$ cat config.mk
export PLATFORM = sky130hd
export DESIGN_NAME = binary_add_pipe
export DESIGN_NICKNAME = d
export VERILOG_FILES = /design/src/rtl/binary_add_pipe.sv
export SDC_FILE = /design/constraint.sdc
export NUM_CORES = 1
export LEC_CHECK = 0
export CAP_MARGIN = 0
export CORE_MARGIN = 5
export CORE_UTILIZATION = 50
export DETAILED_ROUTE_END_ITERATION = 8
export PLACE_DENSITY = 0.72
export SLEW_MARGIN = 40
export SYNTH_ARGS = -nofsm -noshare
export SYNTH_HDL_FRONTEND = slang
export SYNTH_SLANG_ARGS = --single-unit
export TNS_END_PERCENT = 50
$ cat constraint.sdc
create_clock -name clk -period 8.4 [get_ports clk]
set_clock_uncertainty 0.1 [all_clocks]
set_input_delay 1.68 -clock clk [delete_from_list [all_inputs] [get_ports clk]]
set_output_delay 1.68 -clock clk [all_outputs]
set_load 0.01 [all_outputs]
$ cat src/rtl/binary_add_pipe.sv
`default_nettype none
// ============================================================================
// Module   : binary_add_pipe
// Brief    : Parametrised pipelined ripple-carry adder/subtractor. The carry
//            chain is cut into WIDTH/SEG registered segments. Operand bits not
//            yet consumed ride along with each operation, and finished sum
//            segments are carried forward, so every segment of an operation
//            leaves the last stage together. Reports carry-out and signed
//            overflow.
// Revision : 1.0 - initial release
// ============================================================================
module binary_add_pipe #(
    parameter int WIDTH = 32,
    parameter int SEG   = 8
) (
    input  logic             clk,
    input  logic             rst,
    input  logic             en,
    input  logic             in_valid,
    input  logic [WIDTH-1:0] A,
    input  logic [WIDTH-1:0] B,
    input  logic             sub,
    input  logic             cin,
    output logic             out_valid,
    output logic [WIDTH-1:0] S,
    output logic             cout,
    output logic             ovf
);

    localparam int STAGES = WIDTH / SEG;

    // Boundary views: index k feeds stage k, index STAGES is the registered
    // output of the last stage. w_acc holds finished sum segments below the
    // current segment and still-unconsumed bits of A above it. w_bs holds the
    // effective B operand shifted so its next segment sits in the low bits.
    logic [WIDTH-1:0] w_acc [STAGES+1];
    logic [WIDTH-1:0] w_bs  [STAGES];
    logic             w_c   [STAGES+1];
    logic             w_v   [STAGES+1];
    logic [1:0]       w_msb [STAGES+1];   // {A msb, Be msb} for overflow

    logic [WIDTH-1:0] w_be;

    assign w_be     = sub ? ~B : B;
    assign w_acc[0] = A;
    assign w_bs[0]  = w_be;
    assign w_c[0]   = sub | cin;          // subtract forces carry-in of 1
    assign w_v[0]   = in_valid;
    assign w_msb[0] = {A[WIDTH-1], w_be[WIDTH-1]};

    for (genvar k = 0; k < STAGES; k++) begin : g_stage
        logic [SEG:0]     w_seg;
        logic [WIDTH-1:0] acc_d;
        logic [WIDTH-1:0] acc_q;
        logic             c_q;
        logic             v_q;
        logic [1:0]       msb_q;

        assign w_seg = {1'b0, w_acc[k][k*SEG +: SEG]}
                     + {1'b0, w_bs[k][SEG-1:0]}
                     + {{SEG{1'b0}}, w_c[k]};

        // Splice this stage's segment sum over the A bits it consumed
        always_comb begin
            acc_d                = w_acc[k];
            acc_d[k*SEG +: SEG]  = w_seg[SEG-1:0];
        end

        // Stage register: data loads on every enabled cycle, valid included
        always_ff @(posedge clk or posedge rst) begin
            if (rst) begin
                acc_q <= '0;
                c_q   <= 1'b0;
                v_q   <= 1'b0;
                msb_q <= 2'b00;
            end else if (en) begin
                acc_q <= acc_d;
                c_q   <= w_seg[SEG];
                v_q   <= w_v[k];
                msb_q <= w_msb[k];
            end
        end

        assign w_acc[k+1] = acc_q;
        assign w_c[k+1]   = c_q;
        assign w_v[k+1]   = v_q;
        assign w_msb[k+1] = msb_q;

        if (k < STAGES - 1) begin : g_skew
            logic [WIDTH-1:0] bs_q;

            // Skew register: remaining B segments follow their operation
            always_ff @(posedge clk or posedge rst) begin
                if (rst) begin
                    bs_q <= '0;
                end else if (en) begin
                    bs_q <= w_bs[k] >> SEG;
                end
            end

            assign w_bs[k+1] = bs_q;
        end
    end

    logic             out_valid_q;
    logic [WIDTH-1:0] s_q;
    logic             cout_q;
    logic             ovf_q;
    logic             ovf_d;

    // Same-sign operands producing a result of the other sign overflowed
    assign ovf_d = (w_msb[STAGES][1] == w_msb[STAGES][0])
                && (w_acc[STAGES][WIDTH-1] != w_msb[STAGES][1]);

    // Output register: result loads only for a valid op, valid holds on stall
    always_ff @(posedge clk or posedge rst) begin
        if (rst) begin
            out_valid_q <= 1'b0;
            s_q         <= '0;
            cout_q      <= 1'b0;
            ovf_q       <= 1'b0;
        end else if (en) begin
            out_valid_q <= w_v[STAGES];
            if (w_v[STAGES]) begin
                s_q    <= w_acc[STAGES];
                cout_q <= w_c[STAGES];
                ovf_q  <= ovf_d;
            end
        end
    end

    assign out_valid = out_valid_q;
    assign S         = s_q;
    assign cout      = cout_q;
    assign ovf       = ovf_q;

endmodule
`default_nettype wire

* Word-level counts from Yosys, hierarchy flattened *
Cells that the tools add are included.

storage, ports and cells
  bits in registers = 227
  bits in latches = 0
  memory bits (writable) = 0
  ROM bits = 0
  input port bits = 70
  memories = 0

operators by class
  $add $sub $neg = 8
  $mul = 0
  divide/modulo/power cells = 0
  order comparisons = 0
  equal/unequal tests = 2
  shift-type cells = 0
  mux-type cells = 1
  bitwise gates (word level) = 2
  reduce and logical (&&, ||, !) cells = 2

operator list
  cell                                    number
  8-bit by 8-bit adder with 9-bit output  4
  9-bit by 1-bit adder with 9-bit output  4
  32-bit 2-to-1 mux                       1
  32-bit inverter                         1
  2-bit AND reduction                     1
  1-bit equality test                     1
  1-bit logical AND                       1
  1-bit != test                           1
  1-bit bitwise OR                        1

* Logic depth before layout (Yosys ltp) *
  word-level depth = 4
  depth in mapped cells = 10
  depth with buffers taken out = 8

* Worst setup path before layout *
Ideal clock, no wire load.

  path type = in2reg
  from = in sub
  to = reg g_stage[0].acc_q[6]
  setup time = 0.116 ns
  arrival time = 3.713 ns
  data required time = 8.184 ns
  setup slack = 4.472 ns
  stages = 10
  cell sequence = buf_2 -> buf_2 -> or2_2 -> fa_1 -> inv_1 -> fa_1 -> nor2b_1 -> o31a_1 -> or3_1 -> o311ai_0

on the way
  cells in the longest elaborated chain, start to end = 3
  elaborated cells between the ends (all ways) = 4
  classes of those cells = 2 x add/sub; 1 x mux; 1 x bitwise

ends and longest elaborated chain
  item                                      RTL line  source
  start, declared                           22        input logic sub,
  32-bit 2-to-1 mux                         44        assign w_be = sub ? ~B : B;
  8-bit by 8-bit adder with 9-bit output    60        + {1'b0, w_bs[k][SEG-1:0]}
  9-bit by 1-bit adder with 9-bit output *  61        + {{SEG{1'b0}}, w_c[k]};
  end signal, assigned                      72        acc_q <= '0;
  end signal, assigned                      77        acc_q <= acc_d;
  end, declared                             54        logic [WIDTH-1:0] acc_q;

Every way passes the cells marked *; elsewhere a longest branch is shown, timed or not.
A chain may end at the register's enable or synchronous reset.

* Worst setup path after layout *
Same ends and word-level chain as after synthesis.

==> impl_results.md <==
* TritonCTS clock tree: done
* Critical path endpoint category: flop
* Synthesized instance count at between 700 and 800
* Yosys top cell by area: dfrtp_1
* Syn_area_per_cell at 13.1 um2
* TritonCTS buffer count at 24
* Largest net degree at the start of global routing at 150
* Post-synthesis async set-or-reset flop share at 100%
* DR WL/cell at roughly 16 um
* Total clock sinks at ~220
* Die height at 151 um
* Drt first-iter violations at ~380
* Final setup viols at 0
* Antenna violations before repair at 0
* Die ar. at between 20,000 and 25,000 um2
* PnR worst setup slack at about 4.6 ns
* Core area at 19,500 um2
* Fin Setup TNS at 0 ns
* Ant. Diodes at 0
* Post-CTS Setup Bufs at 0
* TritonRoute pass-1 iters at 6
* Nets at 956
* FP Rows at 51
* Detailed Route WL at 17,700 um
* Syn_nets at about 860
* Met2 usage at a little over a quarter
* Post-route DRC at 0
* Tcrit/Tclk final at 44.8%
* Post-Route Utilization at between 60% and 70%
* H-tree levels at 1
* Critical Path RT at slightly below 9 ns
* Met3 GRT Util at roughly 3%
* PD cells at roughly 300 nW/um2
* Cell variety after synth at 42
* Die W at around 150 um
* Filler cells at 1,504
* Outcome: finished, final reports clean
* Post-DRT Antenna Nets at 0
* Yosys reg bits at about 220
* Register area at about 5500 um2
* Synth Cell Area at slightly below 10,000 um2
* LEAKAGE at just under 5 nW
* Worst relative slew slack at between 50 and 60%
* Met1 Track Usage GR at between 20 and 25%
* Root Driver: clkbuf_16
* Hold buffer count at cts at 0
* Non-Filler Instances at between 1,000 and 1,500
* Peak supply drop at 0.141 mV
* Place WS at 4.13 ns
* Startpoint types: input pin
* DP Cell Count at approximately 1,100
* Reg2reg setup slack at 5.99 ns
* Fin. max-slew vios at 0
* EDFF count, synth at 0
* Clk_lat worst skew at 0.50 ns
* Top-level I/O count at 105
* Initial Utilization at around 50%
* DP HPWL at 11,700 um
* Yosys warning count at 0
* Peak Freq at between 200 and 300 MHz
* Hold Slack at 0.400 ns
* Hold Path Class: reg -> reg
* Pwr Total at approximately 3.5 mW
* Synth top area cells: dfrtp_1 56%, mux2_2 19%, ha_1 3.5%
* Global Route Usage Sum at around 16%
* Layer with the highest usage: met2
* Measured slew at the worst slew-check pin at 0.698 ns
* Tmin final at ~3.8 ns
* Resized cells post-CTS at 0
* Area of the multi-input gates at just over 4000 um2
* Vias in the first global route at 6,212
* Final Cell Area at around 12,000 um2
* Sequential area share after synthesis at 56.0%
* Max-Cap Viols at 0
* Crit Path Max Fanout at 33
* Share of cells above drive strength 1 at approximately 25%
* CTS clk-pin slew, worst paths at around 0.060 ns
* Final hold viol count at 0
* Synth top area share at a little under three fifths
* Synth Flop Type: dfrtp_1
* Synth top cells by count: 221 x dfrtp_1, 171 x mux2_2, 45 x a21oi_1, 43 x nor2_1, 36 x o21ai_0
* Final RePlAce weighted congestion at roughly 0.85
* Kind of critical path: in -> reg
* Most common cell in the netlist: dfrtp_1
* Via count at 6,043
* P&R area growth vs syn at 20.7%
* Max clock buf depth at 3
* Port Buf Inserts at approximately 100
* Area of placed instances at between 10,000 and 15,000 um2
* Global route total overflow at 0
* First-pass GRT wire length at between 30,000 and 40,000 um
* CP arrival at roughly 4.0 ns
* RSZ-0062 raised after global routing: no
* Vias per inst at 5.34
-- cell usage in the layout, fill, tap and decap left out, types with 4 or more instances in the layout --
cell	instances
o32ai_1	4
xor2_1	8
a211oi_1	10
clkbuf_16	26
clkdlybuf4s50_1	102
ha_1	28
a21oi_1	45
o21a_1	4
dfrtp_1	221
inv_1	15
clkbuf_1	9
o21ai_0	36
mux2i_1	6
nor2_1	43
nor3b_1	4
o22ai_1	6
nand4b_1	4
fa_1	8
nand3_1	4
nand2_1	22
o211ai_1	4
mux2_2	171
xnor2_1	32
a21o_1	6
-- final timing paths --
path | to | depth (start not counted) | start
setup / recovery | g_stage[0].acc_q[6]$_DFFE_PP0P_ | 10 | sub
setup reg to reg | g_stage[1].acc_q[14]$_DFFE_PP0P_ | 6 | g_stage[0].acc_q[8]$_DFFE_PP0P_
hold reg to reg | S[14]$_DFFE_PP0P_ | 1 | g_stage[3].acc_q[14]$_DFFE_PP0P_
min in group asynchronous | g_stage[0].acc_q[26]$_DFFE_PP0P_ | 2 | rst
hold / removal | S[14]$_DFFE_PP0P_ | 1 | g_stage[3].acc_q[14]$_DFFE_PP0P_
max in group asynchronous | g_stage[1].acc_q[28]$_DFFE_PP0P_ | 3 | rst
-- flip-flops by register name, summed over array words and instances (netlist names) --
| name | cells |
|---|---|
| S | 32 |
| cout | 1 |
| g_stage.acc_q | 128 |
| g_stage.c_q | 4 |
| g_stage.g_skew.bs_q | 45 |
| g_stage.msb_q | 5 |
| g_stage.v_q | 4 |
| out_valid | 1 |
| ovf | 1 |
-- worst max-delay path: stages --
cell and delay [ns]:
buf_2 0.07, buf_4 0.48, xor2_1 0.25, fa_1 0.25
inv_1 0.06, fa_1 0.40, nor2b_1 0.18, o31a_1 0.21
nor2_1 0.06, o311ai_0 0.37
-- cell type report --
cell class                 count  area share (%)
tap                          265            2.78
timing repair buffer         108            9.26
sequential                   221            46.4
clock buffer                  36            5.76
multi-input combinational    479            34.4
inverter                      16           0.609
clock inverter                 7           0.766
-- metal layers --
metal,part of all wire [%],vias to the layer above
li1,-,2892
met5,0,-
met1,45,2991
met4,2.0,0
met3,4.7,36
met2,49,124
-- power breakdown --
group	switching [mW]	internal (mW)	total (mW)	leakage (nW)
Clock	0.403	0.626	1.03	0.377
Sequential	0.174	1.38	1.56	2.55
Combinational	0.387	0.540	0.927	2.01
Total	0.963	2.55	3.51	4.94
-- cell families (layout without fill, tap and decap cells) --
| logic type | count (synthesis) | in the layout | synth area share (%) |
|---|---|---|---|
| flops | 221 | 221 | 56.0 |
| buf+inv | 56 | 167 | 2.53 |
| compound gates | 131 | 131 | 8.03 |
| fa+ha+maj | 36 | 36 | 5.17 |
| simple gates | 95 | 95 | 4.62 |
| mux | 177 | 177 | 20.1 |
| xor+xnor | 40 | 40 | 3.55 |
No activity file was read; power rests on OpenSTA's default activity.
